<file path="src/rtl/calc_result_decoder_pkg.sv">
// Shared definitions for the calculator result decoder: FSM states, BCD
// correction constants and an elaboration-time helper.
package calc_result_decoder_pkg;

    typedef enum logic [1:0] {
        StIdle  = 2'd0,
        StShift = 2'd1,
        StDone  = 2'd2
    } state_e;

    localparam logic [3:0] BcdAdjLim = 4'd5;
    localparam logic [3:0] BcdAdjAdd = 4'd3;

    function automatic longint unsigned pow10(input int unsigned n);
        longint unsigned r;
        r = 64'd1;
        for (int unsigned i = 0; i < n; i++) begin
            r = r * 64'd10;
        end
        return r;
    endfunction

endpackage

</file>
<file path="src/rtl/calc_result_decoder_bcd_adj3.sv">
// Double-dabble digit correction: a digit of 5 or more gets 3 added so that
// the following left shift carries correctly into the next decade.
module calc_result_decoder_bcd_adj3
    import calc_result_decoder_pkg::*;
(
    input  logic [3:0] digit_i,
    output logic [3:0] digit_o
);

    always_comb begin
        digit_o = digit_i;
        if (digit_i >= BcdAdjLim) begin
            digit_o = digit_i + BcdAdjAdd;
        end
    end

endmodule

</file>
<file path="src/rtl/calc_result_decoder.sv">
// Converts a signed W-bit result into sign + packed BCD magnitude using a
// sequential shift/add-3 conversion, with valid/ready on both sides.
module calc_result_decoder
    import calc_result_decoder_pkg::*;
#(
    parameter int unsigned W    = 6,
    parameter int unsigned NDIG = 2
) (
    input  logic              clk,
    input  logic              rst_n,
    input  logic [W-1:0]      in_data_i,
    input  logic              in_valid_i,
    output logic              in_ready_o,
    output logic              out_sign_o,
    output logic [4*NDIG-1:0] out_bcd_o,
    output logic              out_zero_o,
    output logic              out_valid_o,
    input  logic              out_ready_i
);

    localparam int unsigned CntW = $clog2(W + 1);
    localparam int unsigned BcdW = 4 * NDIG;

    // The most negative input has magnitude 2^(W-1); the digits must hold it.
    if (pow10(NDIG) <= (64'd1 << (W - 1))) begin : g_width_check
        $error("calc_result_decoder: NDIG too small for W");
    end

    state_e            state_q, state_d;
    logic              sign_q, sign_d;
    logic [W-1:0]      mag_q, mag_d;
    logic [BcdW-1:0]   bcd_q, bcd_d;
    logic [CntW-1:0]   cnt_q, cnt_d;
    logic              out_valid_q, out_valid_d;
    logic              out_sign_q, out_sign_d;
    logic              out_zero_q, out_zero_d;
    logic [BcdW-1:0]   out_bcd_q, out_bcd_d;

    logic [W-1:0]      in_mag;
    logic [BcdW-1:0]   bcd_adj;
    logic [BcdW-1:0]   bcd_shift;

    for (genvar i = 0; i < NDIG; i++) begin : g_adj
        calc_result_decoder_bcd_adj3 u_adj (
            .digit_i (bcd_q[4*i +: 4]),
            .digit_o (bcd_adj[4*i +: 4])
        );
    end

    // Two's-complement negate wraps -2^(W-1) onto itself, which read as
    // unsigned is exactly the wanted magnitude.
    assign in_mag    = in_data_i[W-1] ? (~in_data_i + W'(1)) : in_data_i;
    assign bcd_shift = {bcd_adj[BcdW-2:0], mag_q[W-1]};

    always_comb begin
        state_d     = state_q;
        sign_d      = sign_q;
        mag_d       = mag_q;
        bcd_d       = bcd_q;
        cnt_d       = cnt_q;
        out_valid_d = out_valid_q;
        out_sign_d  = out_sign_q;
        out_zero_d  = out_zero_q;
        out_bcd_d   = out_bcd_q;

        unique case (state_q)
            StIdle: begin
                if (in_valid_i) begin
                    sign_d  = in_data_i[W-1];
                    mag_d   = in_mag;
                    bcd_d   = '0;
                    cnt_d   = CntW'(W);
                    state_d = StShift;
                end
            end
            StShift: begin
                bcd_d = bcd_shift;
                mag_d = {mag_q[W-2:0], 1'b0};
                cnt_d = cnt_q - CntW'(1);
                // Outputs load on the final shift so they are valid on DONE entry.
                if (cnt_q == CntW'(1)) begin
                    state_d     = StDone;
                    out_valid_d = 1'b1;
                    out_bcd_d   = bcd_shift;
                    out_zero_d  = (bcd_shift == '0);
                    out_sign_d  = sign_q & (bcd_shift != '0);
                end
            end
            StDone: begin
                if (out_ready_i) begin
                    state_d     = StIdle;
                    out_valid_d = 1'b0;
                end
            end
            default: begin
                state_d = StIdle;
            end
        endcase
    end

    always_ff @(posedge clk or negedge rst_n) begin
        if (!rst_n) begin
            state_q     <= StIdle;
            sign_q      <= 1'b0;
            mag_q       <= '0;
            bcd_q       <= '0;
            cnt_q       <= '0;
            out_valid_q <= 1'b0;
            out_sign_q  <= 1'b0;
            out_zero_q  <= 1'b0;
            out_bcd_q   <= '0;
        end else begin
            state_q     <= state_d;
            sign_q      <= sign_d;
            mag_q       <= mag_d;
            bcd_q       <= bcd_d;
            cnt_q       <= cnt_d;
            out_valid_q <= out_valid_d;
            out_sign_q  <= out_sign_d;
            out_zero_q  <= out_zero_d;
            out_bcd_q   <= out_bcd_d;
        end
    end

    assign in_ready_o  = (state_q == StIdle);
    assign out_valid_o = out_valid_q;
    assign out_sign_o  = out_sign_q;
    assign out_zero_o  = out_zero_q;
    assign out_bcd_o   = out_bcd_q;

endmodule

</file>
<file path="config.mk">
export PLATFORM = sky130hd
export DESIGN_NAME = calc_result_decoder
export DESIGN_NICKNAME = d
export VERILOG_FILES = /design/src/rtl/calc_result_decoder_pkg.sv /design/src/rtl/calc_result_decoder_bcd_adj3.sv /design/src/rtl/calc_result_decoder.sv
export SDC_FILE = /design/constraint.sdc
export NUM_CORES = 1
export LEC_CHECK = 0
export BUFFER_PORTS_ARGS = -buffer_cell sky130_fd_sc_hd__buf_2
export CAP_MARGIN = 25
export CORE_ASPECT_RATIO = 0.5
export CORE_MARGIN = 2
export CORE_UTILIZATION = 44
export DETAILED_ROUTE_END_ITERATION = 10
export PLACE_DENSITY = 0.76
export REMOVE_ABC_BUFFERS = 1
export SKIP_CTS_REPAIR_TIMING = 1
export SYNTH_ARGS = -nofsm -noshare
export SYNTH_HDL_FRONTEND = slang
export SYNTH_SLANG_ARGS = --single-unit
</file>
<file path="constraint.sdc">
create_clock -name clk -period 1.7 [get_ports clk]
set_input_delay 0.425 -clock clk [delete_from_list [all_inputs] [get_ports clk]]
set_output_delay 0.425 -clock clk [all_outputs]
set_load 0.03 [all_outputs]
</file>
After elaboration in Yosys (flattened, before gate mapping)
Index checks and enable logic that the tools add are counted.
Word-level totals
  register bits: 31
  input port bits: 10
  output and inout port bits: 12
  logic and storage cells: 49
Cells by class
  $add $sub $neg: 4
  magnitude comparators: 2
  equality and inequality tests: 6
  muxes and demuxes: 16
  bitwise gates (word level): 2
  reduce and logical (&&, ||, !) cells: 10
Operator list (count)
  $pmux W8 S2: 1
  $mux W6: 2
  $pmux W6 S2: 1
  $ge A4 B3 Y1 const B: 2
  $logic_not A8 Y1: 1
  $mux W8: 1
  $reduce_bool A8 Y1: 1
  $add A6 B1 Y6 const B: 1
  $mux W2: 3
  $mux W3: 2
  $ne A2 B2 Y1 const B: 3
  $not A6 Y6: 1
  $pmux W2 S3: 1
  $pmux W3 S2: 1
  $reduce_and A2 Y1: 3
  $reduce_and A3 Y1: 2
  $add A4 B2 Y4 const B: 1
  $mux W4: 1
  $reduce_bool A2 Y1: 2
  $add A3 B2 Y3 const B: 1
  $eq A3 B1 Y1 const B: 1
  $sub A3 B1 Y3 const B: 1
  $eq A2 B1 Y1 const B: 1
  $eq A2 B2 Y1 const B: 1
  4 further kinds: 5

Logic depth before layout (Yosys ltp)
Gate-level depths: netlist of the first run.
  word-level depth: 5
  mapped depth: 7
  gate-level depth less buffers: 6

Cells and area by module
Synthesis of the first run repeated with hierarchy kept, for this count alone.
Unflattened totals
  cell total of the unflattened synthesis: 170
  area total of the unflattened synthesis: 1571.5 um2
By module, submodules not included
  calc_result_decoder: times used 1, cells an instance 138, area an instance 1368.8 um2, sequential area each 775.7 um2
  calc_result_decoder_bcd_adj3: times used 2, cells an instance 16, area an instance 101.3 um2, sequential area each 0.0 um2

Worst setup path before layout of the first run
No wires, ideal clock.
  kind: reg2reg
  start: register bcd_q[0]
  end: register out_zero_q (netlist: out_zero_o)
  library setup time: 0.120 ns
  data arrival time: 1.430 ns
  required time: 1.580 ns
  slack: 0.150 ns
  cell stages (with the launch flop): 7
  path buffers: 0
  period minus slack after synthesis: 1.550 ns
  cells stage by stage: dfrtp_1 > inv_1 > ha_1 > nor2b_1 > nor3_1 > and4b_1 > a41o_1
On the way
  word-level cells in the longest chain between the ends: 3
  elaborated cells on any way between the ends: 4
  those cells by class: 1 x add/sub; 1 x order compare; 1 x mux; 1 x reduce/logical
Ends and longest elaborated chain
  start: declaration: line calc_result_decoder.sv:32  | logic [BcdW-1:0] bcd_q, bcd_d;
  start signal: assignment: line calc_result_decoder.sv:106  | bcd_q <= '0;
  start signal: assignment: line calc_result_decoder.sv:116  | bcd_q <= bcd_d;
  $add A4 B2 Y4 / $ge A4 B3 Y1 (equally long branches): line calc_result_decoder_bcd_adj3.sv:13, calc_result_decoder_bcd_adj3.sv:12
  $mux W4 (*): line calc_result_decoder_bcd_adj3.sv:12  | if (digit_i >= BcdAdjLim) begin
  $logic_not A8 Y1 (*): line calc_result_decoder.sv:85  | out_zero_d = (bcd_shift == '0);
  end signal: assignment: line calc_result_decoder.sv:120  | out_zero_q <= out_zero_d;
  end: declaration: line calc_result_decoder.sv:36  | logic out_zero_q, out_zero_d;
Mark *: on every way between the ends. The rest lies on a longest branch, timed or not.
A chain may end at the register's enable or synchronous reset.

Worst setup path after layout of the first run
  start: register bcd_q[1]
  end: register out_zero_q (netlist: out_zero_o)
Same word-level chain as after synthesis.

==> reports/qor.txt, run 1 <==
Fraction of registers with async set/reset - 100%
Largest net degree at the start of global routing - 32
Starting DRT DRC Count - 74
Met2 Wirelength - 1.63 mm
Commonest non-fill, non-tap cell in the layout - dfrtp_1
Hold Fails Final Rpt - 0
Seq cells post-synth - 31
Filler cells - 312
Layout Cells excl Fill - 246
Layout cells sized above 1 - 24.6%
DRC errors left - 0
Max IR drop VDD - 0.618 mV
Arr. time, crit path - 1.80 ns
WS Path Type - flip-flop to flip-flop
CTS tree - built
Tot GR Track Use - 17.4%
Number of enable flip-flop cells after synthesis - 0
Final setup violation count - 0
Syn Inst Count - 170
Initial antenna violation count - 0
Clk sinks - 31
Worst Setup End Kind - flip-flop
Routed met3 length - 164 um
Vias in the first global route - 1258
Placed cell areas - 1780 um^2
Antenna-violating nets left - 0
Io pins - 22
Final Wtd Congestion - 0.812
Synthesized area - 1630 um^2
Final Skew - 0.00789 ns
Yosys top cell area share - 47.7%
Distinct cell type count after synthesis - 39
Num CTS Buffers - 5
Post-DR wirelength/cell - 13.7 um
Slew Limit Fails - 0
Internal cell power - 2.17 mW
Std cell rows - 15
Sequential area share after synthesis - 47.7%
Total grt overflow - 0
Synth top area cells - dfrtp_1, o21ai_0, nand2_1, ha_1, inv_1
Clock power frac - 16.5%
Net switching power - 1.64 mW
CTS max path bufs - 2
Fin nets - 211
Fmax - 0.617 GHz
Core area - 3490 um^2
Die Span Y - 47.0 um
Die Wd - 90.0 um
Vias/cell - 5.39
Diodes inserted - 0
Worst-Margin Slew - 0.683 ns
PortBufs - 21
Worst-path fanout max - 5
Placed cells - 238
Tcrit/Tclk final - 95.4%
Primary FF master, synth - dfrtp_1
Worst-path clk slew - 0.07 ns
CP startpoint - bcd_q[1]$_DFFE_PN0P_
Leak pwr - 0.911 nW
WL met1 - 1.56 mm
Outcome - finished, final reports clean
Critical Path RT - 1.88 ns
Drt first pass iters - 4
Switch share - 43.0%
Pwr/cell area - 1960 nW/um^2
MaxCap Viol Count - 0
Most frequent cells in the layout - dfrtp_1, nand2_1, o21ai_0
Syn_area_per_cell - 9.58 um^2
Minimum clock period - 1.62 ns
Die area - 4230 um^2
Starting density of the core - 46.6%
RSZ-0062 raised after global routing - true
Root Driver - clkbuf_8
Global-route wire length before repair - 5.58 mm
Hold Crit Class - input port to async pin
Synth Warn # - 0
H-Tree Depth - 2
Critical Path Start Type - flip-flop
Hpwl dp - 2.42 mm
Yosys top cell by area - dfrtp_1
Flop pwr share - 35.5%
Relative slew slack - 54.5%
Routed WL - 3.37 mm
Clk_lat worst skew - 0.28 ns
Area delta synth->final - 19.5%
Reg2reg start - bcd_q[1]$_DFFE_PN0P_
Vias - 1326
Max layer used - met4
Combinational Power Share - 48.0%
Final Cell Area - 1950 um^2
==> worst paths after layout <==
check / end / slack, ns / depth (start not counted)
worst min register to register: out_bcd_o[1]$_DFFE_PN0P_ / 0.47 / 2
max in group asynchronous: out_bcd_o[0]$_DFFE_PN0P_ / 1.08 / 1
worst max-delay path: out_zero_o$_DFFE_PN0P_ / 0.08 / 6
min in group clk: state_q[1]$_DFFE_PN0P_ / 0.36 / 2
worst max register to register: out_zero_o$_DFFE_PN0P_ / 0.08 / 6
worst min-delay path: cnt_q[0]$_DFFE_PN0P_ / 0.18 / 1
==> through the flow <==
stage	util [%]	setup TNS [ns]	setup slack [ns]	hold slack (ns)	power [mW]
2_1_floorplan	-	0	0.0529	0.129	2.53
3_3_place_gp	51.1	0	0.0614	0.458	2.96
3_5_place_dp	51.1	0	0.0151	0.465	3.04
4_1_cts	53.9	0	0.00329	0.199	3.68
5_1_grt	55.7	-0.0264	-0.0240	0.225	4.14
6_report	55.7	0	0.0790	0.176	3.82
==> routing by layer <==
metal	global-route usage (%)	up-vias
li1	-	647
met4	5.85	0
met2	31.3	27
met3	6.74	2
met5	0	-
met1	20.3	650
==> flip-flops by register name, indices dropped and copies added (netlist names) <==
| signal | cells |
|---|---|
| bcd_q | 8 |
| cnt_q | 3 |
| mag_q | 6 |
| out_bcd_o | 8 |
| out_sign_o | 1 |
| out_valid_o | 1 |
| out_zero_o | 1 |
| sign_q | 1 |
| state_q | 2 |
==> logic make-up after synthesis <==
kind of cell,count (synthesis),share of synthesized area (%)
XOR/XNOR,5,2.69
flip-flops,31,47.7
multiplexers,3,2.00
AO/OA/AOI/OAI,55,20.8
adder cells (fa/ha/maj),7,5.38
buffers and inverters,21,5.69
AND/OR/NAND/NOR,48,15.8
==> cell usage after synthesis (3+ instances only) <==
master / count
a21oi_1: 8
o22ai_1: 5
ha_1: 7
xnor2_1: 4
nand2b_1: 4
a22oi_1: 3
nand2_1: 24
buf_2: 5
o21ai_0: 23
a211oi_1: 3
nor3b_1: 3
nor2_1: 4
dfrtp_1: 31
inv_1: 13
nor3_1: 3
==> area by class of cell <==
type | count | area, um^2 | share of cell area (%)
clock buffer | 8 | 100 | 5.14
inverter | 13 | 48.8 | 2.51
multi-input combinational | 118 | 822 | 42.3
sequential | 31 | 776 | 39.9
tap | 51 | 63.8 | 3.28
timing repair buffer | 25 | 135 | 6.95
==> power groups by stage <==
| stage | sequential (mW) | combinational, mW | clock, mW |
|---|---|---|---|
| after floorplan | 1.50 | 1.03 | 0 |
| after global placement | 1.32 | 1.64 | 0 |
| after detailed placement | 1.34 | 1.70 | 0 |
| after CTS | 1.33 | 1.71 | 0.642 |
| after global routing | 1.41 | 2.04 | 0.689 |
| final | 1.36 | 1.83 | 0.628 |
==> worst max-delay path, cell delays in order (launching register included) <==
cell and delay [ns]:
dfrtp_1 0.39, inv_1 0.11, ha_4 0.19, nor2b_2 0.16
nor3_2 0.19, and4b_1 0.25, a41o_1 0.23
(Power assumes the default switching activity.)
==> run 2, diff against run 1 <==
--- a/config.mk
+++ b/config.mk
@@ -5,6 +5,7 @@
 export SDC_FILE = /design/constraint.sdc
 export NUM_CORES = 1
 export LEC_CHECK = 0
+export ABC_AREA = 0
 export BUFFER_PORTS_ARGS = -buffer_cell sky130_fd_sc_hd__buf_2
 export CAP_MARGIN = 25
 export CORE_ASPECT_RATIO = 0.5
@@ -12,6 +13,7 @@
 export CORE_UTILIZATION = 44
 export DETAILED_ROUTE_END_ITERATION = 10
 export PLACE_DENSITY = 0.76
+export RECOVER_POWER = 25
 export REMOVE_ABC_BUFFERS = 1
 export SKIP_CTS_REPAIR_TIMING = 1
 export SYNTH_ARGS = -nofsm -noshare
==> run 2 against run 1 <==
  * Final cell count unchanged
  * First-iteration DRC count up 24%
  * Worst hold slack better by 0.024 ns
  * Critical path type unchanged
==> reports/qor.txt, run 2 (synthesis results as in run 1) <==
Outcome - finished, final reports clean
Vias in the first global route - 1258 (unchanged)
Clk_lat worst skew - 0.28 ns (about the same)
Final setup violation count - 0 (unchanged)
Final Skew - 0.00789 ns (unchanged)
Initial antenna violation count - 0 (unchanged)
Tcrit/Tclk final - 95.4% (unchanged)
Minimum clock period - 1.62 ns (unchanged)
Pwr/cell area - 1960 nW/um^2 (about the same)
Max IR drop VDD - 0.618 mV (about the same)
Core area - 3490 um^2 (unchanged)
Critical Path RT - 1.88 ns (about the same)
Std cell rows - 15 (unchanged)
Vias/cell - 5.38 (-0.15%)
CTS tree - built
Hold Fails Final Rpt - 0 (unchanged)
Relative slew slack - 49.0% (-5.5 points)
Drt first pass iters - 4 (unchanged)
Die Span Y - 47.0 um (unchanged)
Final Wtd Congestion - 0.812 (unchanged)
Arr. time, crit path - 1.80 ns (about the same)
Total grt overflow - 0 (unchanged)
H-Tree Depth - 2 (unchanged)
Io pins - 22 (unchanged)
CTS max path bufs - 2 (unchanged)
Post-DR wirelength/cell - 13.7 um (about the same)
Layout Cells excl Fill - 246 (unchanged)
Worst-path fanout max - 5 (unchanged)
Leak pwr - 0.911 nW (about the same)
Diodes inserted - 0 (unchanged)
PortBufs - 21 (unchanged)
Clk sinks - 31 (unchanged)
Most frequent cells in the layout - dfrtp_1, nand2_1, o21ai_0
Worst R2R Path Depth - 6 (unchanged)
Slew Limit Fails - 0 (unchanged)
Global-route wire length before repair - 5.58 mm (unchanged)
Die Wd - 90.0 um (unchanged)
Root Driver - clkbuf_8
Placed cells - 238 (unchanged)
Commonest non-fill, non-tap cell in the layout - dfrtp_1
Starting DRT DRC Count - 92 (+24%)
Hpwl dp - 2.42 mm (unchanged)
RSZ-0062 raised after global routing - true
Worst-path clk slew - 0.07 ns (about the same)
Worst Setup End Kind - flip-flop
Worst-Margin Slew - 0.765 ns (+0.0824 ns)
Antenna-violating nets left - 0 (unchanged)
Post-layout util - 55.7% (unchanged)
Final hold slack - 0.200 ns (+0.0239 ns)
Hold Crit Class - input port to async pin
Num CTS Buffers - 5 (unchanged)
Fmax - 0.617 GHz (unchanged)
Routed WL - 3.38 mm (about the same)
Largest net degree at the start of global routing - 32 (unchanged)
WS Path Type - flip-flop to flip-flop
Critical Path Start Type - flip-flop
Area delta synth->final - 19.5% (unchanged)
Starting density of the core - 46.6% (unchanged)
Die area - 4230 um^2 (unchanged)
Tot GR Track Use - 17.4% (unchanged)
MaxCap Viol Count - 0 (unchanged)
Vias - 1324 (-0.15%)
Layout cells sized above 1 - 24.6% (unchanged)
DRC errors left - 0 (unchanged)
Fin nets - 211 (unchanged)
==> run 2: cell types whose count changed in the layout (fill, tap and decap cells not counted) <==
cell,change
buf_2,-1
clkbuf_2,+1
==> run 2: metrics by stage <==
step	total power [mW]	setup slack [ns]	area [um^2]	TNS, ns
6_report	3.82	0.0790	1950	0
2_1_floorplan	2.53	0.0529	1580	0
4_1_cts	3.68	0.00329	1880	0
5_1_grt	4.14	-0.0240	1950	-0.0264
3_3_place_gp	2.96	0.0614	1780	0
3_5_place_dp	3.04	0.0151	1780	0
==> run 2: worst paths after layout <==
check | from | endpoint | slack (ns)
min in group clk | out_ready_i | state_q[1]$_DFFE_PN0P_ | 0.36
hold reg to reg | out_bcd_o[1]$_DFFE_PN0P_ | out_bcd_o[1]$_DFFE_PN0P_ | 0.47
hold / removal | rst_n | cnt_q[0]$_DFFE_PN0P_ | 0.20
setup reg to reg | bcd_q[1]$_DFFE_PN0P_ | out_zero_o$_DFFE_PN0P_ | 0.08
max in group asynchronous | rst_n | out_bcd_o[0]$_DFFE_PN0P_ | 1.01
setup / recovery | bcd_q[1]$_DFFE_PN0P_ | out_zero_o$_DFFE_PN0P_ | 0.08
==> run 2: per-layer routing <==
metal / vias up / wire length (um) / GRT usage (%)
met5: - / 0 / 0
met4: 0 / 17 / 5.85
met3: 2 / 164 / 6.74
met2: 27 / 1630 / 31.3
met1: 648 / 1560 / 20.3
li1: 647 / - / -
==> run 2: power breakdown <==
| group | switching (mW) | internal [mW] |
|---|---|---|
| logic | 1.09 | 0.744 |
| registers | 0.294 | 1.06 |
| clock network | 0.259 | 0.369 |
| total | 1.64 | 2.17 |
==> run 2: area by class of cell <==
class                      instances  area, um^2
fill                             312        1550
multi-input combinational        118         822
sequential                        31         776
timing repair buffer              25         135
clock buffer                       8         100
tap                               51        63.8
inverter                          13        48.8
==> run 2: worst max-delay path, cell delays in order (launching register included) <==
cell,delay [ns]
dfrtp_1,0.39
inv_1,0.11
ha_4,0.19
nor2b_2,0.16
nor3_2,0.19
and4b_1,0.25
a41o_1,0.23
==> run 3, diff against run 2 <==
--- a/config.mk
+++ b/config.mk
@@ -12,6 +12,7 @@
 export CORE_MARGIN = 2
 export CORE_UTILIZATION = 44
 export DETAILED_ROUTE_END_ITERATION = 10
+export GPL_TIMING_DRIVEN = 0
 export PLACE_DENSITY = 0.76
 export RECOVER_POWER = 25
 export REMOVE_ABC_BUFFERS = 1
==> run 3 against run 2 <==
  * Count of clock-buffer cells in the layout is 2 lower
  * Final area up 0.19%
  * Non-clock buffer count grew 1
  * Final cell count did not move
  * Flip-flop and latch count is the same
  * Critical path depth shrank 2
  * Utilization grew 0.11 points
  * Clock skew fell by 0.0042 ns
  * Worst hold slack better by 0.0069 ns
  * Combinational power barely moved
  * Global-route usage is 1.4 points lower
  * Highest routed layer unchanged
==> reports/qor.txt, run 3 (synthesis results as in run 1) <==
Vias in the first global route - 1208 (-4.0%)
CTS max path bufs - 2 (unchanged)
Die area - 4230 um^2 (unchanged)
Combinational Power Share - 48.9% (+0.9 points)
Routed WL - 3.51 mm (+4.1%)
Net switching power - 1.68 mW (+2.0%)
Worst Setup End Kind - flip-flop
Worst-Margin Slew - 0.755 ns (-0.0104 ns)
Vias - 1355 (+2.3%)
Largest net degree at the start of global routing - 32 (unchanged)
Final Skew - 0.00367 ns (-0.00422 ns)
Hold Crit Class - input port to async pin
PortBufs - 21 (unchanged)
Layout cells sized above 1 - 26.2% (+1.5 points)
Critical Path RT - 1.86 ns (-0.02 ns)
Worst R2R Path Depth - 4 (-2)
Crit path capture - out_zero_o$_DFFE_PN0P_
Cells traversed along the worst timing path - o21ai_0 > nor3_1 > and4b_1 > a41o_1
Flop pwr share - 37.4% (+1.9 points)
Final hold slack - 0.207 ns (+0.00691 ns)
Clk_lat worst skew - 0.27 ns (about the same)
Die Wd - 90.0 um (unchanged)
Fmax - 0.589 GHz (-4.5%)
Pwr/cell area - 1940 nW/um^2 (-1.0%)
CTS tree - built
Initial antenna violation count - 0 (unchanged)
Reg2reg start - bcd_q[2]$_DFFE_PN0P_
Tot GR Track Use - 16.1% (-1.4 points)
Worst-path fanout max - 8 (+3)
Clock power frac - 13.7% (-2.8 points)
Io pins - 22 (unchanged)
Max IR drop VDD - 0.630 mV (+1.9%)
Starting DRT DRC Count - 76 (-17%)
Starting density of the core - 46.6% (unchanged)
Critical Path Start Type - flip-flop
Post-layout util - 55.8% (+0.11 points)
Vias/cell - 5.51 (+2.3%)
Root Driver - clkbuf_8
Most frequent cells in the layout - dfrtp_1, nand2_1, o21ai_0
Worst path max stage delay - 0.55 ns (+0.16 ns)
CP startpoint - bcd_q[2]$_DFFE_PN0P_
Relative slew slack - 49.7% (+0.70 points)
Worst r2r dst - out_zero_o$_DFFE_PN0P_
Area delta synth->final - 19.8%
Worst-path clk slew - 0.06 ns (about the same)
Internal cell power - 2.11 mW (-3.0%)
Clk sinks - 31 (unchanged)
Switch share - 44.3% (+1.2 points)
Num CTS Buffers - 5 (unchanged)
Final setup violation count - 0 (unchanged)
Std cell rows - 15 (unchanged)
Post-DR wirelength/cell - 14.3 um (+4.1%)
MaxCap Viol Count - 0 (unchanged)
DRC errors left - 0 (unchanged)
Global-route wire length before repair - 5.29 mm (-5.3%)
Placed cells - 235 (-1.3%)
Arr. time, crit path - 1.86 ns (+0.06 ns)
Leak pwr - 0.899 nW (-1.4%)
Core area - 3490 um^2 (unchanged)
Final Cell Area - 1950 um^2 (+0.19%)
Hpwl dp - 2.27 mm (-6.1%)
H-Tree Depth - 2 (unchanged)
Tcrit/Tclk final - 99.8% (+4.4 points)
Reg-to-reg slack, setup - 0.003 ns (-0.08 ns)
Antenna-violating nets left - 0 (unchanged)
Slew Limit Fails - 0 (unchanged)
Hold Fails Final Rpt - 0 (unchanged)
Slowest-stage cell, CP - dfrtp_1
Layout Cells excl Fill - 246 (unchanged)
Diodes inserted - 0 (unchanged)
Placed cell areas - 1760 um^2 (-1.4%)
Fin nets - 213 (+0.95%)
Die Span Y - 47.0 um (unchanged)
Total grt overflow - 0 (unchanged)
Drt first pass iters - 4 (unchanged)
Outcome - finished, final reports clean
Final Wtd Congestion - 0.759 (-6.6%)
Minimum clock period - 1.70 ns (+0.0756 ns)
Commonest non-fill, non-tap cell in the layout - dfrtp_1
WS Path Type - flip-flop to flip-flop
## run 3: final cells by class
| class | count | area [um^2] |
|---|---|---|
| sequential | 31 | 779 |
| timing repair buffer | 26 | 140 |
| tap | 51 | 63.8 |
| multi-input combinational | 119 | 845 |
| clock buffer | 6 | 72.6 |
| fill | 310 | 1540 |
| inverter | 13 | 48.8 |
## run 3: how the worst min path moves through the flow
| stage | end | depth (start not counted) | startpoint | slack [ns] |
|---|---|---|---|---|
| after floorplan | bcd_q[0]$_DFFE_PN0P_ | 0 | rst_n | 0.13 |
| after CTS | sign_q$_DFFE_PN0P_ | 1 | rst_n | 0.21 |
| after global routing | cnt_q[2]$_DFFE_PN0P_ | 1 | rst_n | 0.27 |
| after detailed placement | out_bcd_o[1]$_DFFE_PN0P_ | 2 | out_bcd_o[1]$_DFFE_PN0P_ | 0.46 |
| final | sign_q$_DFFE_PN0P_ | 1 | rst_n | 0.21 |
| after global placement | out_bcd_o[1]$_DFFE_PN0P_ | 2 | out_bcd_o[1]$_DFFE_PN0P_ | 0.46 |
## run 3: critical path: cells and delay by family (launching register included)
kind               cells  cell delay (ns)
AOI/OAI and AO/OA      2             0.49
DFF                    1             0.55
and+or+nand+nor        2             0.55
## run 3: metrics by stage
| stage | total power, mW | TNS, ns | setup slack (ns) |
|---|---|---|---|
| CTS | 3.51 | -0.441 | -0.243 |
| global placement | 2.90 | -3.64 | -0.395 |
| global route | 4.08 | -0.0744 | -0.0482 |
| finish | 3.78 | 0 | 0.00340 |
| floorplan | 2.53 | 0 | 0.0529 |
| detailed placement | 3.00 | -0.385 | -0.212 |
## run 3: metal layers
layer	part of all wire (%)	global-route usage, %	up-vias
li1	-	-	651
met1	48	19.5	653
met2	46	29.5	41
met3	3.9	3.69	10
met4	1.7	6.46	0
met5	0	0	-
## run 3: power groups by stage
stage                     clock (mW)  combinational, mW  sequential (mW)
after floorplan                    0               1.03             1.50
after global placement             0               1.55             1.35
after detailed placement           0               1.63             1.37
after CTS                      0.521               1.63             1.36
after global routing           0.559               2.05             1.46
final                          0.518               1.85             1.42
